$ cat src/rtl/mon_pkg.sv
// rtl/mon_pkg.sv - shared types and constants for the pipeline monitor
// Holds the monitor FSM state type and the default halt instruction encoding.
package mon_pkg;

    typedef enum logic [1:0] {
        ST_IDLE  = 2'd0,
        ST_RUN   = 2'd1,
        ST_DRAIN = 2'd2,
        ST_DONE  = 2'd3
    } mon_state_t;

    localparam logic [31:0] HALT_WORD_DEFAULT = 32'h0FC0_0000;

endpackage

$ cat src/rtl/mon_minmax.sv
// rtl/mon_minmax.sv - per-channel running minimum/maximum tracker
// Build option: MONITOR_SIGNED_EN selects two's-complement comparison
// (unsigned when undefined).
// Ports:
//   i_clk    clock, rising edge
//   i_reset  asynchronous active-high reset
//   i_clear  synchronous clear of min, max and seen
//   i_en     tracking window open (monitor in RUN or DRAIN)
//   i_valid  sample strobe
//   i_data   sample value
//   o_min    running minimum
//   o_max    running maximum
//   o_seen   at least one sample captured
module mon_minmax #(
    parameter int DATA_W = 32
) (
    input  logic              i_clk,
    input  logic              i_reset,
    input  logic              i_clear,
    input  logic              i_en,
    input  logic              i_valid,
    input  logic [DATA_W-1:0] i_data,
    output logic [DATA_W-1:0] o_min,
    output logic [DATA_W-1:0] o_max,
    output logic              o_seen
);

    logic [DATA_W-1:0] r_min;
    logic [DATA_W-1:0] r_max;
    logic              r_seen;
    logic              w_lt;
    logic              w_gt;

`ifdef MONITOR_SIGNED_EN
    assign w_lt = $signed(i_data) < $signed(r_min);
    assign w_gt = $signed(i_data) > $signed(r_max);
`else
    assign w_lt = i_data < r_min;
    assign w_gt = i_data > r_max;
`endif

    always_ff @(posedge i_clk or posedge i_reset) begin
        if (i_reset) begin
            r_min  <= '0;
            r_max  <= '0;
            r_seen <= 1'b0;
        end else if (i_clear) begin
            r_min  <= '0;
            r_max  <= '0;
            r_seen <= 1'b0;
        end else if (i_en && i_valid) begin
            // The zero reset values are placeholders, so the first sample
            // must overwrite both bounds rather than be compared to them.
            if (!r_seen) begin
                r_min  <= i_data;
                r_max  <= i_data;
                r_seen <= 1'b1;
            end else begin
                if (w_lt) r_min <= i_data;
                if (w_gt) r_max <= i_data;
            end
        end
    end

    assign o_min  = r_min;
    assign o_max  = r_max;
    assign o_seen = r_seen;

endmodule

$ cat src/rtl/pipe_monitor.sv
// rtl/pipe_monitor.sv - pipeline run monitor: cycle/instruction counters, halt drain, channel min/max
// Build option: MONITOR_SIGNED_EN makes channel min/max comparison signed.
// Ports:
//   clk, reset          clock; asynchronous active-high reset
//   clear               synchronous restart of all statistics (returns to IDLE)
//   instruction         fetched instruction word
//   instr_valid         instruction is a real fetch this cycle
//   ch_data, ch_valid   packed channel samples and per-channel strobes
//   cycle_count         cycles spent in RUN plus DRAIN (saturating)
//   instr_count         valid instructions seen in RUN (saturating)
//   cnt_ovf             sticky: a counter tried to pass all-ones
//   ch_min, ch_max      per-channel running bounds
//   ch_seen             per-channel sample-captured flags
//   halt_req            one-cycle pulse on entry to DONE
//   done                high while in DONE
module pipe_monitor
    import mon_pkg::*;
#(
    parameter int          DATA_W    = 32,
    parameter int          NCH       = 2,
    parameter int          CNT_W     = 32,
    parameter int          DRAIN_CYC = 4,
    parameter logic [31:0] HALT_WORD = HALT_WORD_DEFAULT
) (
    input  logic                  clk,
    input  logic                  reset,
    input  logic                  clear,
    input  logic [31:0]           instruction,
    input  logic                  instr_valid,
    input  logic [NCH*DATA_W-1:0] ch_data,
    input  logic [NCH-1:0]        ch_valid,
    output logic [CNT_W-1:0]      cycle_count,
    output logic [CNT_W-1:0]      instr_count,
    output logic                  cnt_ovf,
    output logic [NCH*DATA_W-1:0] ch_min,
    output logic [NCH*DATA_W-1:0] ch_max,
    output logic [NCH-1:0]        ch_seen,
    output logic                  halt_req,
    output logic                  done
);

    localparam logic [3:0]       DRAIN_LOAD = 4'(DRAIN_CYC - 1);
    localparam logic [CNT_W-1:0] CNT_MAX    = {CNT_W{1'b1}};

    mon_state_t       r_state;
    mon_state_t       w_next;
    logic [CNT_W-1:0] r_cyc;
    logic [CNT_W-1:0] r_ins;
    logic [3:0]       r_drain;
    logic             r_ovf;
    logic             r_halt_req;
    logic             r_done;

    logic w_is_halt;
    logic w_cyc_inc;
    logic w_ins_inc;
    logic w_load_drain;
    logic w_ovf_hit;
    logic w_active;

    assign w_is_halt = instr_valid && (instruction == HALT_WORD);
    assign w_active  = (r_state == ST_RUN) || (r_state == ST_DRAIN);
    assign w_ovf_hit = (w_cyc_inc && (r_cyc == CNT_MAX)) ||
                       (w_ins_inc && (r_ins == CNT_MAX));

    always_comb begin
        w_next       = r_state;
        w_cyc_inc    = 1'b0;
        w_ins_inc    = 1'b0;
        w_load_drain = 1'b0;
        case (r_state)
            ST_IDLE: begin
                // The starting fetch is itself counted; a halt here both
                // starts and ends the run on the same edge.
                if (instr_valid) begin
                    w_cyc_inc    = 1'b1;
                    w_ins_inc    = 1'b1;
                    w_load_drain = w_is_halt;
                    w_next       = w_is_halt ? ST_DRAIN : ST_RUN;
                end
            end
            ST_RUN: begin
                w_cyc_inc = 1'b1;
                w_ins_inc = instr_valid;
                if (w_is_halt) begin
                    w_load_drain = 1'b1;
                    w_next       = ST_DRAIN;
                end
            end
            ST_DRAIN: begin
                w_cyc_inc = 1'b1;
                if (r_drain == 4'd0) w_next = ST_DONE;
            end
            default: begin
                w_next = ST_DONE;
            end
        endcase
        if (clear) w_next = ST_IDLE;
    end

    always_ff @(posedge clk or posedge reset) begin
        if (reset) begin
            r_state    <= ST_IDLE;
            r_cyc      <= '0;
            r_ins      <= '0;
            r_drain    <= '0;
            r_ovf      <= 1'b0;
            r_halt_req <= 1'b0;
            r_done     <= 1'b0;
        end else if (clear) begin
            r_state    <= ST_IDLE;
            r_cyc      <= '0;
            r_ins      <= '0;
            r_drain    <= '0;
            r_ovf      <= 1'b0;
            r_halt_req <= 1'b0;
            r_done     <= 1'b0;
        end else begin
            r_state <= w_next;
            if (w_cyc_inc && (r_cyc != CNT_MAX)) r_cyc <= r_cyc + CNT_W'(1);
            if (w_ins_inc && (r_ins != CNT_MAX)) r_ins <= r_ins + CNT_W'(1);
            r_ovf <= r_ovf | w_ovf_hit;
            if (w_load_drain)
                r_drain <= DRAIN_LOAD;
            else if ((r_state == ST_DRAIN) && (r_drain != 4'd0))
                r_drain <= r_drain - 4'd1;
            r_halt_req <= (r_state == ST_DRAIN) && (w_next == ST_DONE);
            r_done     <= (w_next == ST_DONE);
        end
    end

    genvar g;
    generate
        for (g = 0; g < NCH; g++) begin : g_ch
            mon_minmax #(
                .DATA_W(DATA_W)
            ) u_minmax (
                .i_clk   (clk),
                .i_reset (reset),
                .i_clear (clear),
                .i_en    (w_active),
                .i_valid (ch_valid[g]),
                .i_data  (ch_data[g*DATA_W +: DATA_W]),
                .o_min   (ch_min[g*DATA_W +: DATA_W]),
                .o_max   (ch_max[g*DATA_W +: DATA_W]),
                .o_seen  (ch_seen[g])
            );
        end
    endgenerate

    assign cycle_count = r_cyc;
    assign instr_count = r_ins;
    assign cnt_ovf     = r_ovf;
    assign halt_req    = r_halt_req;
    assign done        = r_done;

endmodule

$ cat config.mk
export PLATFORM = sky130hd
export DESIGN_NAME = pipe_monitor
export DESIGN_NICKNAME = d
export VERILOG_FILES = /design/src/rtl/mon_pkg.sv /design/src/rtl/mon_minmax.sv /design/src/rtl/pipe_monitor.sv
export SDC_FILE = /design/constraint.sdc
export NUM_CORES = 1
export LEC_CHECK = 0
export ABC_AREA = 1
export CORE_ASPECT_RATIO = 0.8
export CORE_MARGIN = 5
export CORE_UTILIZATION = 40
export CTS_CLUSTER_DIAMETER = 150
export DETAILED_ROUTE_END_ITERATION = 6
export GPL_TIMING_DRIVEN = 1
export PLACE_DENSITY_LB_ADDON = 0.12
export SYNTH_ARGS = -nofsm -noshare
export SYNTH_HDL_FRONTEND = slang
export SYNTH_SLANG_ARGS = --single-unit
$ cat constraint.sdc
create_clock -name clk -period 11.25 [get_ports clk]
set_input_delay 1.6875 -clock clk [delete_from_list [all_inputs] [get_ports clk]]
set_output_delay 1.6875 -clock clk [all_outputs]
set_load 0.02 [all_outputs]
==> results.py <==
metrics = {
    "floorplanning": {
        "floorplan.io_pins": 299,
        "design.die.area_um2": 37890,
        "start_util_pct": 40.53,
        "placementRows": 60,
        "coreArea_um2": 33630,
        "die_w_um": 216.4,
        "fp.dieH_um": 175.1,
    },
    "worst_setup_path": {
        "timing.critical_path.cells": "buf_4 > buf_4 > a21oi_1 > inv_2 > nand2_1 > nand2_1 > nand2_1",
        "timing.critical_path.slowest_cell_delay_ps": 1090,
        "cp_common_cell": "nand2_1",
        "endpoint_kind": "register",
        "critical_path_class": "input port to register",
        "wp_data_arrival_ps": 5280,
        "cpMaxStageDelayCell": "nand2_1",
        "cp_data_required_time_ps": 11660,
        "worst-r2r-cell-count": 7,
        "worstPathMaxFanout": 66,
        "startpoint_type": "input port",
    },
    "timing": {
        "layout_min_cycle_time_ps": 4871,
        "final_setup_slack_of_the_worst_path_ps": 6379,
        "final_max_slew_viol_count": 0,
        "max_clock_freq_ghz": 0.2053,
        "finalHoldViolations": 0,
        "fin_tns_setup_ps": 0,
        "hold-worst-slack_ps": 492.8,
        "slew-limit-headroom_pct": 14.94,
        "final.setup_skew_ps": 10.20,
        "timing_worst_slew_pin_value_ps": 1273,
        "setup-violations-final": 0,
        "setup_repair_after_global_routing_missed_its_margin": "no",
        "final.period_utilization_pct": 43.30,
    },
    "power_and_ir_drop": {
        "power_density_relative_to_cell_area_nw_per_um2": 136.8,
        "ir_drop_mv": 0.1173,
        "power_report.internal_total_mw": 1.621,
        "power.switching_mw": 0.8103,
        "clock_power_share_pct": 34.8,
        "share_comb_of_total_power_pct": 29.1,
        "power.share.switching_pct": 33.33,
        "p_leak_nw": 8.563,
        "seq_power_share_pct": 36.1,
    },
    "cts": {
        "insertion_delay_ps": 520,
        "cts_tree": "done",
        "clkTransAtPathRegs_ps": 60,
        "cts.htree.levels": 1,
        "cts_sinks": 203,
        "cts.repair.resized": 0,
        "post-cts-setup-buffer-count": 0,
        "cts_hold_buffers": 0,
        "cts-buffers-inserted": 25,
        "cts-root-buf": "clkbuf_16",
        "cts-root-to-sink-buffers": 3,
    },
    "flow_run": {
        "timing.max_cap.violations": 0,
    },
    "detailed_routing": {
        "maxUsedRoutingLayer": "met5",
        "wl_per_cell_um": 16.74,
        "dr_wl_met2_um": 19660,
        "dr_total_vias": 13350,
        "routedLengthMet1_um": 20290,
        "detail_route.first_pass.iterations": 7,
        "dr.first_iter.drc_count": 880,
        "drt-vias-per-instance": 5.044,
        "dr_wl_met3_um": 3303,
        "wl_um": 44300,
        "antenna_violating_nets_post_route": 0,
        "drt_drc_violations_left": 0,
    },
    "global_route": {
        "global_route_wire_length_before_repair_um": 71170,
        "antenna_found_initial": 5,
        "number_of_global_route_vias_before_repair": 13160,
        "grt_remaining_overflow": 0,
        "grt.total_usage_pct": 22.87,
        "grt_max_degree": 138,
    },
    "synth": {
        "synth.cell_area_um2": 13630,
        "synth_area_leader_cell": "dfrtp_1",
        "synth_largest_type_area_fraction_pct": 37.26,
        "synthesis.instances": 1923,
        "synth_seq_cells": 203,
        "synth_top_cells_by_area": "dfrtp_1 (37%), nand2_1 (15%), ha_1 (12%), inv_1 (8.2%), nand3_1 (6.2%)",
        "syn_avg_cell_area_um2": 7.089,
        "yosysWarnings": 0,
        "syn_nets": 2159,
        "synth.yosys.seq_area_share_pct": 37.26,
        "synth_cell_type_count": 38,
    },
    "layout": {
        "multi_input_area_um2": 7102,
        "sequential_cell_area_um2": 5080,
        "drive_gt1_share_pct": 3.076,
        "layout.cells.most_common_list": "nand2_1 (558), clkdlybuf4s50_1 (297), inv_1 (296)",
        "areaGrowthSynthToFinish_pct": 30.43,
        "layout_commonest_cell": "nand2_1",
        "final.fill_count": 3280,
        "finish.net_count": 2432,
        "layout.cell_area.non_filler_um2": 17780,
    },
    "place": {
        "dpl-instance-area_um2": 16940,
        "buffer_ports.inserted": 298,
        "hpwl_um": 32550,
        "pre_cts_ws_ps": 5870,
        "gp_routability_congestion": 0.9017,
    },
    "worst_hold_path": {
        "worstHoldPathType": "register to register",
        "worst_hold_path.num_cells": 2,
    },
    "status": {
        "outcome": "complete, no violations",
    },
}
[per-layer routing]
metal / track usage (%) / vias to the layer above
met5: 0 / -
met4: 5.139 / 8
met3: 5.889 / 66
met2: 35.96 / 385
met1: 31.92 / 6212
li1: - / 6680
[cell usage after synthesis (all sizes together)]
cell type / count
xor2: 17
inv: 303
nand3: 170
o211ai: 1
ha: 134
xnor2: 6
nor3b: 3
a31oi: 4
a21oi: 70
and2: 1
o21ai: 65
o31ai: 17
buf: 41
nor3: 57
dfrtp: 203
nand2: 563
or2: 3
a21o: 3
o2111ai: 1
nor2: 195
o21a: 3
clkinv: 1
nor4: 1
nand4: 39
clkbuf: 21
nand3b: 1
[critical path: cells and delay by family]
family	cells	cell delay [ps]
and+or+nand+nor	3	1460
AOI/OAI and AO/OA	1	150
buffers and inverters	3	1930
[power by group through the flow]
stage	Sequential (mW)	Clock (mW)	Combinational, mW
6_report	0.878	0.846	0.708
3_5_place_dp	0.889	0	0.714
4_1_cts	0.878	0.865	0.717
3_3_place_gp	0.890	0	0.699
2_1_floorplan	0.961	0	0.323
5_1_grt	0.890	0.897	0.795
[registers in the layout (all words and copies together) (netlist names)]
signal / cells
instr_count: 32
r_state: 2
g_ch.u_minmax.o_max: 64
done: 1
g_ch.u_minmax.o_seen: 2
cycle_count: 32
g_ch.u_minmax.o_min: 64
cnt_ovf: 1
r_drain: 4
halt_req: 1
[layout make-up]
class | instances | area share [%]
clock inverters | 7 | 0.7600
well taps | 434 | 3.054
flip-flops and latches | 203 | 28.57
clock buffers | 35 | 3.955
repair buffers | 308 | 17.19
diodes | 2 | 0.02815
inverters | 304 | 6.502
multi-input cells | 1354 | 39.94
[through the flow]
step	total power, mW	utilization [%]	cells
floorplan	1.284	-	1923
global placement	1.589	50.36	2603
detailed placement	1.603	50.36	2603
CTS	2.460	52.85	2645
global route	2.581	52.86	2646
finish	2.432	52.86	2647
[kinds of logic (layout without fill, tap and decap cells)]
logic type	Yosys count	in the layout	synth area share (%)
and+or+nand+nor	1033	1033	31.79
DFF	203	203	37.26
xor gates and xnor gates	23	23	1.478
other	0	2	0
buffers and inverters	366	654	10.64
adders and majority gates	134	134	12.30
AOI/OAI and AO/OA	164	164	6.526
[worst paths after layout]
kind | start | end | slack [ps]
setup / recovery | clear | g_ch[0].u_minmax.o_min[13] | 6380
hold / removal | g_ch[1].u_minmax.o_min[22] | g_ch[1].u_minmax.o_min[22] | 490
setup reg to reg | r_state[0] | g_ch[0].u_minmax.o_min[13] | 7780
hold reg to reg | g_ch[1].u_minmax.o_min[22] | g_ch[1].u_minmax.o_min[22] | 490
max in group asynchronous | reset | cycle_count[29] | 7930
min in group asynchronous | reset | instr_count[16] | 1800
Power figures use the tool's default switching activity.
